File: src/rtl/hazard_pkg.sv
// Shared types and constants for the pipeline hazard controller.
package hazard_pkg;

  localparam logic [1:0] StRun     = 2'b00;
  localparam logic [1:0] StMemWait = 2'b01;

  localparam logic [1:0] FwdRegfile = 2'b00;
  localparam logic [1:0] FwdExMem   = 2'b01;
  localparam logic [1:0] FwdMemWb   = 2'b10;

  typedef struct packed {
    logic       valid;
    logic [4:0] rs1;
    logic [4:0] rs2;
    logic [4:0] rd;
    logic       rd_wren;
    logic       mem_rden;
  } sb_entry_t;

  localparam sb_entry_t SbEmpty = '0;

  // mem_ok/wb_ok already fold in valid, write-enable and (for MEM) not-a-load.
  function automatic logic [1:0] fwd_sel(input logic       mem_ok,
                                         input logic [4:0] mem_rd,
                                         input logic       wb_ok,
                                         input logic [4:0] wb_rd,
                                         input logic [4:0] rs);
    logic [1:0] sel;
    sel = FwdRegfile;
    if (rs != 5'd0) begin
      if (mem_ok && (mem_rd == rs)) begin
        sel = FwdExMem;
      end else if (wb_ok && (wb_rd == rs)) begin
        sel = FwdMemWb;
      end
    end
    return sel;
  endfunction

endpackage

File: src/rtl/hz_scoreboard.sv
// Shadow copy of the EX, MEM and WB stage contents, advanced with the pipeline.
module hz_scoreboard
  import hazard_pkg::*;
(
  input  logic      i_clk,
  input  logic      i_rst_n,
  input  logic      shift_en_i,
  input  sb_entry_t id_entry_i,
  output sb_entry_t ex_o,
  output sb_entry_t mem_o,
  output sb_entry_t wb_o
);

  sb_entry_t ex_q, mem_q, wb_q;

  always_ff @(posedge i_clk or negedge i_rst_n) begin
    if (!i_rst_n) begin
      ex_q  <= SbEmpty;
      mem_q <= SbEmpty;
      wb_q  <= SbEmpty;
    end else if (shift_en_i) begin
      ex_q  <= id_entry_i;
      mem_q <= ex_q;
      wb_q  <= mem_q;
    end
  end

  assign ex_o  = ex_q;
  assign mem_o = mem_q;
  assign wb_o  = wb_q;

endmodule

File: src/rtl/hazard_ctrl.sv
// Pipeline hazard controller: load-use stall, redirect flush, memory wait, forwarding selects.
module hazard_ctrl
  import hazard_pkg::*;
(
  input  logic        i_clk,
  input  logic        i_rst_n,
  input  logic        id_valid,
  input  logic [4:0]  id_rs1_addr,
  input  logic [4:0]  id_rs2_addr,
  input  logic [4:0]  id_rd_addr,
  input  logic        id_rd_wren,
  input  logic        id_mem_rden,
  input  logic        ex_redirect,
  input  logic        mem_req,
  input  logic        mem_ack,
  output logic        pc_en,
  output logic        if_id_en,
  output logic        id_ex_en,
  output logic        ex_mem_en,
  output logic        mem_wb_en,
  output logic        if_id_flush,
  output logic        id_ex_flush,
  output logic [1:0]  fwd_a_sel,
  output logic [1:0]  fwd_b_sel,
  output logic [1:0]  state,
  output logic [15:0] stall_cnt,
  output logic [15:0] flush_cnt
);

  logic [1:0]  state_q, state_d;
  logic [15:0] stall_cnt_q, stall_cnt_d;
  logic [15:0] flush_cnt_q, flush_cnt_d;
  sb_entry_t   id_e, ex_e, mem_e, wb_e;
  logic        mem_stall, load_use, shift_en;

  hz_scoreboard u_scoreboard (
    .i_clk      (i_clk),
    .i_rst_n    (i_rst_n),
    .shift_en_i (shift_en),
    .id_entry_i (id_e),
    .ex_o       (ex_e),
    .mem_o      (mem_e),
    .wb_o       (wb_e)
  );

  // The ack cycle itself releases the pipeline, so an N-cycle wait costs N stall cycles.
  assign mem_stall = ((state_q == StMemWait) || mem_req) && !mem_ack;

  assign load_use = id_valid && ex_e.valid && ex_e.mem_rden && ex_e.rd_wren &&
                    (ex_e.rd != 5'd0) &&
                    ((ex_e.rd == id_rs1_addr) || (ex_e.rd == id_rs2_addr));

  always_comb begin
    pc_en       = 1'b1;
    if_id_en    = 1'b1;
    id_ex_en    = 1'b1;
    ex_mem_en   = 1'b1;
    mem_wb_en   = 1'b1;
    if_id_flush = 1'b0;
    id_ex_flush = 1'b0;
    if (mem_stall) begin
      pc_en     = 1'b0;
      if_id_en  = 1'b0;
      id_ex_en  = 1'b0;
      ex_mem_en = 1'b0;
      mem_wb_en = 1'b0;
    end else if (ex_redirect) begin
      if_id_flush = 1'b1;
      id_ex_flush = 1'b1;
    end else if (load_use) begin
      pc_en       = 1'b0;
      if_id_en    = 1'b0;
      id_ex_flush = 1'b1;
    end
  end

  assign shift_en = id_ex_en && ex_mem_en;

  always_comb begin
    id_e          = SbEmpty;
    id_e.valid    = id_valid && !id_ex_flush;
    id_e.rs1      = id_rs1_addr;
    id_e.rs2      = id_rs2_addr;
    id_e.rd       = id_rd_addr;
    id_e.rd_wren  = id_rd_wren;
    id_e.mem_rden = id_mem_rden;
  end

  logic mem_fwd_ok, wb_fwd_ok;
  assign mem_fwd_ok = mem_e.valid && mem_e.rd_wren && !mem_e.mem_rden;
  assign wb_fwd_ok  = wb_e.valid && wb_e.rd_wren;
  assign fwd_a_sel  = fwd_sel(mem_fwd_ok, mem_e.rd, wb_fwd_ok, wb_e.rd, ex_e.rs1);
  assign fwd_b_sel  = fwd_sel(mem_fwd_ok, mem_e.rd, wb_fwd_ok, wb_e.rd, ex_e.rs2);

  always_comb begin
    state_d = state_q;
    case (state_q)
      StRun:     if (mem_req && !mem_ack) state_d = StMemWait;
      StMemWait: if (mem_ack) state_d = StRun;
      default:   state_d = StRun;
    endcase
  end

  always_comb begin
    stall_cnt_d = stall_cnt_q;
    flush_cnt_d = flush_cnt_q;
    if (!pc_en && (stall_cnt_q != 16'hFFFF)) stall_cnt_d = stall_cnt_q + 16'd1;
    if (if_id_flush && (flush_cnt_q != 16'hFFFF)) flush_cnt_d = flush_cnt_q + 16'd1;
  end

  always_ff @(posedge i_clk or negedge i_rst_n) begin
    if (!i_rst_n) begin
      state_q     <= StRun;
      stall_cnt_q <= 16'd0;
      flush_cnt_q <= 16'd0;
    end else begin
      state_q     <= state_d;
      stall_cnt_q <= stall_cnt_d;
      flush_cnt_q <= flush_cnt_d;
    end
  end

  assign state     = state_q;
  assign stall_cnt = stall_cnt_q;
  assign flush_cnt = flush_cnt_q;

  logic unused_fields;
  assign unused_fields = ^{mem_e.rs1, mem_e.rs2, wb_e.rs1, wb_e.rs2, wb_e.mem_rden};

endmodule

File: config.mk
export PLATFORM = sky130hd
export DESIGN_NAME = hazard_ctrl
export DESIGN_NICKNAME = d
export VERILOG_FILES = /design/src/rtl/hazard_pkg.sv /design/src/rtl/hz_scoreboard.sv /design/src/rtl/hazard_ctrl.sv
export SDC_FILE = /design/constraint.sdc
export NUM_CORES = 1
export LEC_CHECK = 0
export CAP_MARGIN = 15
export CELL_PAD_IN_SITES_DETAIL_PLACEMENT = 1
export CELL_PAD_IN_SITES_GLOBAL_PLACEMENT = 2
export CORE_ASPECT_RATIO = 0.75
export CORE_MARGIN = 10
export CORE_UTILIZATION = 34
export CTS_CLUSTER_DIAMETER = 100
export DETAILED_ROUTE_END_ITERATION = 12
export PLACE_DENSITY = 0.81
export SYNTH_ARGS = -nofsm -noshare
export SYNTH_HDL_FRONTEND = slang
export SYNTH_SLANG_ARGS = --single-unit
File: constraint.sdc
create_clock -name i_clk -period 3 [get_ports i_clk]
set_input_delay 0.45 -clock i_clk [delete_from_list [all_inputs] [get_ports i_clk]]
set_output_delay 0.45 -clock i_clk [all_outputs]
set_load 0.005 [all_outputs]
Word level (Yosys, flattened, before mapping):

Cells that the tools add are included.

* register bits after elaboration: 67
* output and inout port bits: 45
* input port bits: 23

* add/subtract/negate cells: 2
* reductions and logical operators: 28
* mux-type cells: 18
* equality and inequality tests: 11

Operator list (number)
* $add A16 B1 Y16 const B: 2
* $ne A16 B16 Y1 const B: 2
* $eq A5 B5 Y1: 6
* $logic_and A1 B1 Y1: 17
* $mux W2: 8
* $reduce_bool A5 Y1: 3
* $mux W1: 9
* $logic_not A1 Y1: 4
* $ne A2 B2 Y1 const B: 2
* $pmux W2 S2: 1
* $eq A2 B1 Y1 const B: 1
* $logic_not A2 Y1: 1
* $logic_or A1 B1 Y1: 2
* $reduce_and A2 Y1: 1

Depth between registers and ports, before layout:

Gate-level depths: netlist (run 1).

* depth after elaboration: 10
* gate-level depth with buffers: 8
* depth with buffers taken out: 8

Hierarchy:

Synthesis (run 1) repeated with hierarchy kept, for this count alone.

* cells, all modules: 320
* area, all modules: 4281.6 um^2

Modules (own cells, without submodules)
* hz_scoreboard: instances 1, cells each 114, area an instance 2258.4 um^2
* hazard_ctrl: instances 1, cells each 206, area an instance 2023.2 um^2

Least setup slack after synthesis (run 1):

Ideal clock, no wire load.

* kind: reg2out
* start: register u_scoreboard.mem_q, in the netlist u_scoreboard.mem_o[5]
* end: output port fwd_b_sel[0]
* stages on the path, launching flop included: 4
* arrival: 1357 ps
* setup slack: 1193 ps
* cells stage by stage: dfrtp_1 > xor2_1 > or4_1 > nor4_1

* longest elaborated chain between the ends: 4

RTL lines
* from (decl): RTL line hz_scoreboard.sv:14 `sb_entry_t ex_q, mem_q, wb_q;`
* from (signal assigned): RTL line hz_scoreboard.sv:19 `mem_q <= SbEmpty;`
* from (signal assigned): RTL line hz_scoreboard.sv:23 `mem_q <= ex_q;`
* $eq A5 B5 Y1: RTL line hazard_pkg.sv:31 `if (mem_ok && (mem_rd == rs)) begin`
* $logic_and A1 B1 Y1: RTL line hazard_pkg.sv:31
* $mux W2: RTL line hazard_pkg.sv:31
* $mux W2: RTL line hazard_pkg.sv:30 `if (rs != 5'd0) begin`
* to (decl): RTL line hazard_ctrl.sv:24 `output logic [1:0] fwd_b_sel,`

No other way between the ends.

Final worst setup path (run 1):

* start: register u_scoreboard.ex_q, in the netlist u_scoreboard.ex_o[10]
* end: output port fwd_b_sel[0]

* longest elaborated chain between the ends: 4

RTL lines
* from (decl): RTL line hz_scoreboard.sv:14
* from (signal assigned): RTL line hz_scoreboard.sv:18 `ex_q <= SbEmpty;`
* from (signal assigned): RTL line hz_scoreboard.sv:22 `ex_q <= id_entry_i;`
* $eq A5 B5 Y1: RTL line hazard_pkg.sv:31
* $logic_and A1 B1 Y1: RTL line hazard_pkg.sv:31
* $mux W2: RTL line hazard_pkg.sv:31
* $mux W2 (*): RTL line hazard_pkg.sv:30

Every way passes the cells marked *; elsewhere a longest branch is shown, timed or not.

==> run_results.csv, run 1 <==
group,metric,value,unit
run_status,status,"completed",
drt,first_iter_violations,152,
flow_run,maxCapViolCount,0,
placed_design,dpl-instance-area,4100,sq um
clocking,clk_latency,330,ps
drt,via_per_inst,4.76,
power,peakVddDrop,0.261,mV
synth,syn_area,3290,sq um
synth,synth_nets,368,
placed_design,gp_congestion,0.806,
clocking,cts_buffer_depth,2,
placed_design,hpwl,6850,microns
synth,synth_warnings,0,
drt,firstDrtPassIters,4,
final_layout,diodes,0,
power,p_leak,2.00,nW
critical_path,end_kind,"output pin",
timing,hold_ws,163,ps
power,p_total,2.79,mW
drt,routed_wl,9200,microns
timing,finalSetupTns,0,ps
timing,drv_slew,0,
timing,slew_headroom,36.5,%
final_layout,layout-drive-gt1-share,8.83,%
worst_hold_path,hold_class,"in -> async",
grt,grt_usage,13.4,%
critical_path,critPathKind,"reg -> out",
critical_path,cp.arrival,2340,ps
synth,yosys-top-cells-count,"nand2_1 (110), dfrtp_1 (66), xnor2_1 (29), xor2_1 (29)",
synth,synth.avg_cell_area,9.60,sq um
clocking,clkTransAtPathRegs,50,ps
critical_path,cp_max_fo,4,
synth,synth-seq-cells,66,
clocking,cts_resized,0,
critical_path,crit_path_cell_trace,"xor2_1 > or4_1 > nor4_1 > clkdlybuf4s50_1",
critical_path,critPathLaunchType,"register",
floorplanning,die_w,134,microns
timing,timing.final.crit_period,2790,ps
synth,yosys.area.top_type,"dfrtp_1",
clocking,cts_buffers,9,
final_layout,area_delta_synth_final,33.4,%
drt,routedWlPerCell,16.7,microns
timing,worst_slack,206,ps
synth,synth_top_flop_cell,"dfrtp_1",
final_layout,design_area,4390,sq um
timing,setup_viol,0,
grt,antenna_found_initial,0,
clocking,cts.hold.buffers_added,0,
synth,synth_cell_types,40,
final_layout,fin_nets,439,
floorplanning,dieArea,14100,sq um
placed_design,io_buffers,66,
synth,synth_seq_area_share,50.2,%
grt,grt_first_pass_wirelength,15400,microns
floorplanning,core,9540,sq um
placed_design,pre_cts_ws,110,ps
timing,clock_skew,3.90,ps
synth,syn_inst,343,
timing,finalCritPeriodShare,93.1,%
floorplanning,pin_count,68,
drt,detail-route-antenna-nets,0,
grt,grt_pass1_vias,2928,
floorplanning,rows,31,
floorplanning,start_util,34.5,%
synth,yosysMostFrequentCell,"nand2_1",
synth,async_flop_share,100,%
power,power.density,635,nW/um^2
synth,yosys.area.top_type_share,50.2,%
clocking,cts_sinks,66,
clocking,cts_tree,"done",
critical_path,slowest_stage,"or4_1",
critical_path,slowest_delay,570,ps
floorplanning,die_y,105,microns
timing,tightest_slew,947,ps
clocking,postCtsSetupBuffers,0,
timing,rsz0062_at_grt,"false",
grt,grt_start_max_net_pins,39,
drt,drc,0,
synth,synth-edff-count,0,
timing,finalHoldViolCount,0,
timing,fmax,358,MHz
drt,dr_total_vias,2623,
critical_path,required,2550,ps
synth,ys_top_cells_by_area,"dfrtp_1 (50%), nand2_1 (13%), xnor2_1 (7.7%)",
clocking,cts-root-buf,"clkbuf_16",
clocking,h-tree-depth,3,
grt,grt.overflow.total,0,
-- placed cells by master (no fill, tap or decap), types with 2 or more instances in the layout --
cell type        netlist  routed
and3_1                 9       9
buf_4                  4       4
clkbuf_1               6       2
clkbuf_16              0       9
clkbuf_8               0       3
clkdlybuf4s50_1        0      64
clkinv_2               1       3
dfrtp_1               66      66
ha_1                   2       2
inv_1                  4       4
mux2_2                 3       3
nand2_1              110     110
nand3_1               14      14
nand4_1               15      15
nor2_1                15      14
nor3_1                 5       5
nor3_2                 2       2
nor4_1                 4       4
or4_1                  3       3
xnor2_1               29      29
xor2_1                29      29
-- critical path, delay by kind of cell (launching register included) --
kind | cells | cell delay, ps
and+or+nand+nor | 2 | 830
DFF | 1 | 450
buffers and inverters | 1 | 560
xor gates and xnor gates | 1 | 170
-- logic make-up after synthesis --
logic type               count (synthesis)  synth area share [%]
buffers and inverters                   16                  2.55
other                                    1                 0.114
adder cells (fa/ha/maj)                  2                 0.760
XOR/XNOR                                58                  15.4
AND/OR/NAND/NOR                        186                  26.5
AO/OA/AOI/OAI                           11                  3.50
multiplexers                             3                  1.03
flip-flops                              66                  50.2
-- metal layers --
metal	global-route usage [%]	wire length [microns]	up-vias
li1	-	-	1275
met5	0	0	-
met3	4.36	436	10
met2	19.8	4120	45
met1	18.4	4550	1293
met4	3.88	87	0
-- path summary, 6_finish.rpt --
path | from | to | slack, ps | depth (start not counted)
setup / recovery | u_scoreboard.ex_o[10] | fwd_b_sel[0] | 210 | 4
hold / removal | i_rst_n | stall_cnt[8] | 160 | 1
setup reg to reg | u_scoreboard.ex_o[3] | stall_cnt[1] | 590 | 5
hold reg to reg | u_scoreboard.mem_o[0] | u_scoreboard.mem_o[0] | 460 | 2
max in group asynchronous | i_rst_n | u_scoreboard.mem_o[0] | 2190 | 2
min in group i_clk | u_scoreboard.mem_o[0] | u_scoreboard.mem_o[0] | 460 | 2
-- stage by stage --
step / utilization, % / instances
2_1_floorplan: - / 343
5_1_grt: 46.1 / 551
4_1_cts: 45.9 / 551
6_report: 46.1 / 551
3_5_place_dp: 43.0 / 535
3_3_place_gp: 43.0 / 535
-- power by group --
part	switching, mW	internal, mW	leakage [nW]
registers	0.205	1.02	0.834
clock network	0.367	0.624	0.143
logic	0.243	0.329	1.02
total	0.814	1.98	2.00
-- sequential cells by signal, summed over array words and instances (netlist names) --
register,flops
u_scoreboard.ex_o,18
flush_cnt,16
stall_cnt,16
u_scoreboard.mem_o,8
u_scoreboard.wb_o,7
state,1
-- final cells by class --
cell class                      instances  area, sq um
Clock buffer                           14          274
Clock inverter                          2         10.0
Fill cell                            1124         5150
Inverter                                5         20.0
Multi-Input combinational cell        261         1570
Sequential cell                        66         1650
Tap cell                              132          165
Timing Repair Buffer                   71          708
No activity file was read; power rests on OpenSTA's default activity.
==> run 2, diff against run 1 <==
--- a/config.mk
+++ b/config.mk
@@ -14,6 +14,7 @@
 export CTS_CLUSTER_DIAMETER = 100
 export DETAILED_ROUTE_END_ITERATION = 12
 export PLACE_DENSITY = 0.81
+export SKIP_CTS_REPAIR_TIMING = 1
 export SYNTH_ARGS = -nofsm -noshare
 export SYNTH_HDL_FRONTEND = slang
 export SYNTH_SLANG_ARGS = --single-unit
==> results of run 2 <==
The final DEF is identical to that of run 1; final timing and power are the same.
==> run 3, diff against run 2 <==
--- a/config.mk
+++ b/config.mk
@@ -10,11 +10,12 @@
 export CELL_PAD_IN_SITES_GLOBAL_PLACEMENT = 2
 export CORE_ASPECT_RATIO = 0.75
 export CORE_MARGIN = 10
-export CORE_UTILIZATION = 34
+export CORE_UTILIZATION = 40
 export CTS_CLUSTER_DIAMETER = 100
 export DETAILED_ROUTE_END_ITERATION = 12
-export PLACE_DENSITY = 0.81
+export PLACE_DENSITY = 0.82
 export SKIP_CTS_REPAIR_TIMING = 1
 export SYNTH_ARGS = -nofsm -noshare
 export SYNTH_HDL_FRONTEND = slang
+export SYNTH_HIERARCHICAL = 1
 export SYNTH_SLANG_ARGS = --single-unit
==> run 3 against run 2 <==
Synthesized cell count down 19%. Clock power shrank 2.2%. Sequential power about the same. Worst setup slack worse by 42 ps. Synthesized area grew 4.6%. Final area increased by 0.54%. Fmax is 1.5% lower. Register-to-register slack better by 280 ps.
==> run_results.csv, run 3 <==
group,metric,value,unit
placed_design,io_buffers,66,
power,p_int,2.00,mW
critical_path,path_buf_inv,3,
power,switchingPower,0.804,mW
drt,routed_wl,8690,microns
final_layout,area_delta_synth_final,28.3,%
floorplanning,dieArea,12800,sq um
timing,slew_headroom,44.9,%
clocking,cts-root-buf,"clkbuf_16",
grt,grt_pass1_vias,2632,
critical_path,cp_max_fo,3,
timing,clock_skew,8.09,ps
floorplanning,die_w,127,microns
power,seqPwrFrac,43.4,%
critical_path,critPathKind,"in -> out",
placed_design,dpl-instance-area,4140,sq um
floorplanning,rows,29,
timing,hold_ws,210,ps
final_layout,largest_reg_flops,18,
synth,syn_inst,278,
final_layout,layout-drive-gt1-share,17.6,%
clocking,cts_buffers,9,
flow_run,maxCapViolCount,0,
final_layout,fin_util,52.5,%
power,power.density,635,nW/um^2
power,p_leak,1.95,nW
clocking,clkTransAtPathRegs,60,ps
critical_path,crit_top_cell,"clkdlybuf4s50_1",
critical_path,end_kind,"output pin",
timing,drv_slew,0,
timing,timing.final.crit_period,2840,ps
critical_path,slowest_delay,550,ps
power,power_switching_share,28.7,%
clocking,cts_sinks,66,
timing,setup_viol,0,
synth,synth_warnings,6,
grt,grt_start_max_net_pins,35,
final_layout,fin_nets,373,
critical_path,required,2550,ps
clocking,cts_tree,"done",
final_layout,mostFrequentLayoutCells,"dfrtp_1 (66), clkdlybuf4s50_1 (65), mux2_4 (31), xor2_1 (30), xnor2_1 (28)",
drt,detail-route-antenna-nets,0,
final_layout,design_area,4420,sq um
drt,first_iter_violations,133,
critical_path,regToRegEndpoint,"stall_cnt[1]",
synth,synth_nets,303,
drt,drc,0,
floorplanning,start_util,40.9,%
clocking,cts_buffer_depth,2,
final_layout,final_common_cell,"dfrtp_1",
drt,firstDrtPassIters,4,
critical_path,r2r_slack,870,ps
clocking,clk_latency,330,ps
power,power_frac_comb,22.0,%
critical_path,cp.arrival,2390,ps
grt,grt_first_pass_wirelength,14300,microns
clocking,h-tree-depth,3,
power,p_total,2.80,mW
floorplanning,pin_count,68,
run_status,status,"completed",
timing,rsz0062_at_grt,"false",
critical_path,r2r-start,"u_scoreboard/ex_o[2]",
critical_path,cp_top_family,"buffers and inverters",
synth,synth.avg_cell_area,12.4,sq um
worst_hold_path,hold_class,"in -> async",
timing,finalCritPeriodShare,94.5,%
floorplanning,die_y,100,microns
power,peakVddDrop,0.358,mV
timing,fmax,353,MHz
synth,syn_area,3440,sq um
critical_path,slowest_stage,"clkdlybuf4s50_1",
placed_design,hpwl,6470,microns
floorplanning,core,8420,sq um
critical_path,critPathLaunchType,"input port",
critical_path,reg2reg_depth,5,
timing,tightest_slew,827,ps
final_layout,diodes,0,
grt,antenna_found_initial,0,
timing,finalSetupTns,0,ps
placed_design,gp_congestion,0.774,
drt,via_per_inst,5.08,
grt,grt.overflow.total,0,
critical_path,crit_path_cell_trace,"clkdlybuf4s50_1 > xor2_1 > nor3_1 > a22oi_1 > o21ai_1 > inv_1 > clkdlybuf4s50_1",
drt,dr_total_vias,2341,
power,p_clk_share,34.5,%
grt,grt_usage,13.9,%
drt,routedWlPerCell,18.9,microns
timing,finalHoldViolCount,0,
## run 3: cell types whose count changed in the layout (fill, tap and decap cells not counted), sizes merged, moves of 2 or more
cell,delta
and2,+2
o31ai,-2
mux2,+33
nand4,-2
clkinvlp,+2
nand2,-93
o21ai,+3
nor3,+2
nand3,-6
o21bai,+2
a21oi,+2
clkbuf,-3
nor2,-3
## run 3: stage by stage
stage | instances | setup WS (ps)
floorplan | 278 | 1190
detailed placement | 445 | 173
finish | 461 | 164
CTS | 461 | 133
global placement | 445 | 189
global route | 461 | 19.5
## run 3: routing by layer
layer / track usage, % / wire [microns] / vias up
met5: 0 / 0 / -
met4: 3.14 / 59 / 0
met3: 6.11 / 488 / 5
met2: 22.1 / 4230 / 36
met1: 17.0 / 3920 / 1193
li1: - / - / 1107
## run 3: power by group through the flow
| stage | sequential, mW | clock, mW | combinational, mW |
|---|---|---|---|
| 2_1_floorplan | 1.19 | 0 | 0.354 |
| 4_1_cts | 1.22 | 0.992 | 0.631 |
| 5_1_grt | 1.25 | 1.03 | 0.682 |
| 3_3_place_gp | 1.22 | 0 | 0.610 |
| 6_report | 1.22 | 0.969 | 0.618 |
| 3_5_place_dp | 1.23 | 0 | 0.626 |
## run 3: worst max-delay path by stage
| stage | from | endpoint | slack, ps | cells after the start |
|---|---|---|---|---|
| floorplan | u_scoreboard/mem_o[5] | fwd_b_sel[0] | 1190 | 3 |
| global placement | id_rs1_addr[4] | pc_en | 190 | 7 |
| detailed placement | id_rs2_addr[1] | id_ex_flush | 170 | 7 |
| CTS | id_rs2_addr[1] | id_ex_flush | 130 | 7 |
| global route | id_rs1_addr[4] | pc_en | 20 | 7 |
| finish | id_rs1_addr[4] | if_id_en | 160 | 7 |
## run 3: cell type report
cell class / instances / area (sq um)
well taps: 108 / 135
flip-flops and latches: 66 / 1650
clock inverters: 5 / 30.0
multi-input cells: 196 / 1640
inverters: 5 / 18.8
repair buffers: 70 / 698
clock buffers: 11 / 243
fillers: 896 / 4000
